===== src/rtl/pattern_prescaler.sv =====
// Programmable step prescaler: term marks the terminal-count cycle, tick follows it by one cycle.
module pattern_prescaler #(
  parameter int unsigned DIV_W = 16
) (
  input  logic             clk,
  input  logic             rst,
  input  logic             en,
  input  logic [DIV_W-1:0] div,
  output logic             term,
  output logic             tick
);

  logic [DIV_W-1:0] cnt_q, cnt_d;
  logic             tick_q, tick_d;

  // Terminal on >= so that lowering div mid-period ends the period immediately.
  always_comb begin
    term   = en && (cnt_q >= div);
    cnt_d  = cnt_q;
    tick_d = 1'b0;
    if (en) begin
      if (term) begin
        cnt_d  = '0;
        tick_d = 1'b1;
      end else begin
        cnt_d = cnt_q + DIV_W'(1);
      end
    end
  end

  always_ff @(posedge clk) begin
    if (rst) begin
      cnt_q  <= '0;
      tick_q <= 1'b0;
    end else begin
      cnt_q  <= cnt_d;
      tick_q <= tick_d;
    end
  end

  assign tick = tick_q;

endmodule


===== config.mk =====
export PLATFORM = sky130hd
export DESIGN_NAME = pattern_prescaler
export DESIGN_NICKNAME = d
export VERILOG_FILES = /design/src/rtl/pattern_prescaler.sv
export SDC_FILE = /design/constraint.sdc
export NUM_CORES = 1
export LEC_CHECK = 0
export ABC_AREA = 1
export BUFFER_PORTS_ARGS = -buffer_cell sky130_fd_sc_hd__buf_2
export CAP_MARGIN = 30
export CORE_UTILIZATION = 50
export CTS_CLUSTER_SIZE = 12
export DETAILED_ROUTE_END_ITERATION = 16
export PLACE_DENSITY_LB_ADDON = 0.08
export SYNTH_ARGS = -nofsm -noshare
export SYNTH_HDL_FRONTEND = slang
export SYNTH_SLANG_ARGS = --single-unit

===== constraint.sdc =====
create_clock -name clk -period 1.5 [get_ports clk]
set_clock_uncertainty 0.05 [all_clocks]
set_input_delay 0.225 -clock clk [delete_from_list [all_inputs] [get_ports clk]]
set_output_delay 0.225 -clock clk [all_outputs]
set_load 0.03 [all_outputs]

==> out/results.ini <==
[run_status]
status=finished, violations left
violations=setup timing

[placement]
port_buffers=20
placed_area_um2=1600
dpl_worst_slack_ns=-0.326
dpl.cell_count=242
dp_hpwl_mm=2.13
gp_congestion=0.909

[finish]
utilization_pct=72.7
mostFrequentLayoutCells=30 x inv_1, 29 x nand2_1, 22 x buf_4
area.sequential_um2=347
design_area_um2=1820
finalNetCount=261
antenna_cells=0
mostFrequentLayoutCell=inv_1
layout.cells.non_filler=254
drive_gt1_share_pct=41.1
area_growth_pct=35.8
fillers=206
multiInputGateArea_um2=952

[cts]
htreeDepth=1
numCtsBuffers=3
cts_max_path_buffers=2
root_buffer=clkbuf_4
cts_tree=done
clk_pin_slew_ns=0.10
hold_buffers=0
insertion_delay_ns=0.30
clock_sinks=17

[power_and_ir_drop]
p_int_uw=631
p_sw_share_pct=28.4
combPwrFrac_pct=18.1
clkPwrFrac_pct=29.4
powerDensity_nw_per_um2=486
peakVddDrop_v=0.000574
switching_power_uw=251
power_uw=882
p_leak_nw=0.896
power.share.sequential_pct=52.5

[logic_synthesis]
syn_area_um2=1340
synth_cell_type_count=30
syn_inst=175
syn_avg_cell_area_um2=7.64
ys_seq_elements=17
synth_fp_nets=211
yosys_warnings=0
ys_seq_area_share_pct=25.4

[route]
ant_nets=0
wl_per_cell_um=11.2
drtIter0Drc=16
vias_per_cell=4.70
first_pass_iters=4
routed_wirelength_mm=2.85
vias=1193
drc=0

[timing]
fin_crit_sh_pct=134
finalHoldViolations=0
fin_ws_ns=-0.511
rsz0062_at_grt=yes
timing.fmax_ghz=0.497
setup_viol=18
min_period_ns=2.01
setup_tns_ns=-5.56
hold-worst-slack_ns=0.0346
worst_pin_slew_ns=0.391
max_slew_margin_pct=73.9
drv_slew=0

[worst_setup_path]
r2r_slack_ns=-0.41
cp_common_cell=a21oi_1
startpoint_type=register
crit_arrival_ns=1.74
cp_top_family=compound AO/OA/AOI/OAI gates
r2r_start=cnt_q[11]
critPathKind=reg -> out
crit_path_end_kind=output port
path_buf_inv=2
r2r-end=cnt_q[4]
required_ns=1.22
cp_slowest_cell=dfxtp_1
slowest_delay_ns=0.39
critPathMaxFanout=3
rr_worst_depth=12
path_cells=ha_4 -> a21oi_1 -> o21ai_0 -> a21oi_1 -> nand2_1 -> nand2_2 -> clkinvlp_4 -> buf_6

[run]
max_cap_viol_count=0

[floorplanning]
chipHeight_um=53.7
num_io_pins=21
start_util_pct=53.5
core_um2=2500
rows=18
design.die.area_um2=2890
die_x_um=53.7

[hold_path]
hold_path_class=in -> reg
min_to=tick
worstHoldStart=rst
hold_depth=2

[global_routing]
antenna_found_initial=0
grt_pass1_wl_mm=4.64
gr-total-overflow=0
grt_max_degree=11
grt_pass1_vias=1120
grtUsageTotal_pct=22.4

cell usage after synthesis, drive strengths merged:
cell | n | area share, %
o22ai | 2 | 0.94
ha | 17 | 16
buf | 2 | 2.1
nor3 | 3 | 1.5
xor2 | 5 | 3.3
xnor2 | 2 | 1.3
nand4 | 1 | 0.47
nand3b | 2 | 1.1
nor3b | 1 | 0.56
o21a | 1 | 0.56
dfxtp | 17 | 25
a21oi | 8 | 3.0
nor2 | 31 | 16
o21ai | 5 | 1.9
o221ai | 1 | 0.65
nand3 | 5 | 2.6
nand2 | 37 | 12
clkinv | 1 | 0.37
inv | 33 | 9.3
mux2i | 1 | 0.75
routing by layer:
metal / vias up / GRT usage (%) / wire length [µm]
met4: 0 / 6.58 / 36
met3: 6 / 5.37 / 102
met1: 520 / 27.6 / 1300
met2: 17 / 38.3 / 1420
li1: 650 / - / -
met5: - / 0 / 0
cell families after synthesis:
family,count (synthesis),synth area share (%)
simple gates,80,34.6
buf+inv,36,11.7
compound gates,17,7.02
fa+ha+maj,17,15.9
flops,17,25.4
xor+xnor,7,4.58
mux,1,0.748
power groups by stage:
stage	Combinational, mW	Clock [mW]	Sequential, mW
final	0.160	0.259	0.463
after global routing	0.181	0.282	0.464
after CTS	0.155	0.265	0.463
after detailed placement	0.132	0	0.471
after global placement	0.124	0	0.471
after floorplan	0.0885	0	0.474
registers in the layout, indices dropped and copies added, names as in the netlist:
name,count
tick,1
cnt_q,16
area by class of cell:
type	instances	share of cell area, %
multi-input cells	123	52.4
flip-flops and latches	17	19.1
repair buffers	46	17.6
inverters	34	7.30
well taps	30	2.07
clock buffers	3	1.24
clock inverters	1	0.275
timing repair:
action                                 4_1_cts  5_1_grt
buffers inserted                             8        3
gates resized for setup                     16       10
cloned                                       1        0
endpoints found under the hold margin        0        0
pin swaps                                    7        8
setup endpoints to repair                   18       18
worst max path at each step:
stage                    from    to  slack, ns  depth (start not counted)
floorplan            cnt_q[0]  term      -0.10                         12
global placement       div[3]  term      -0.31                         14
detailed placement     div[3]  term      -0.33                         14
CTS                  cnt_q[0]  term      -0.54                         13
global route         cnt_q[3]  term      -0.61                         12
finish              cnt_q[11]  term      -0.51                          8
(Power assumes the default switching activity.)
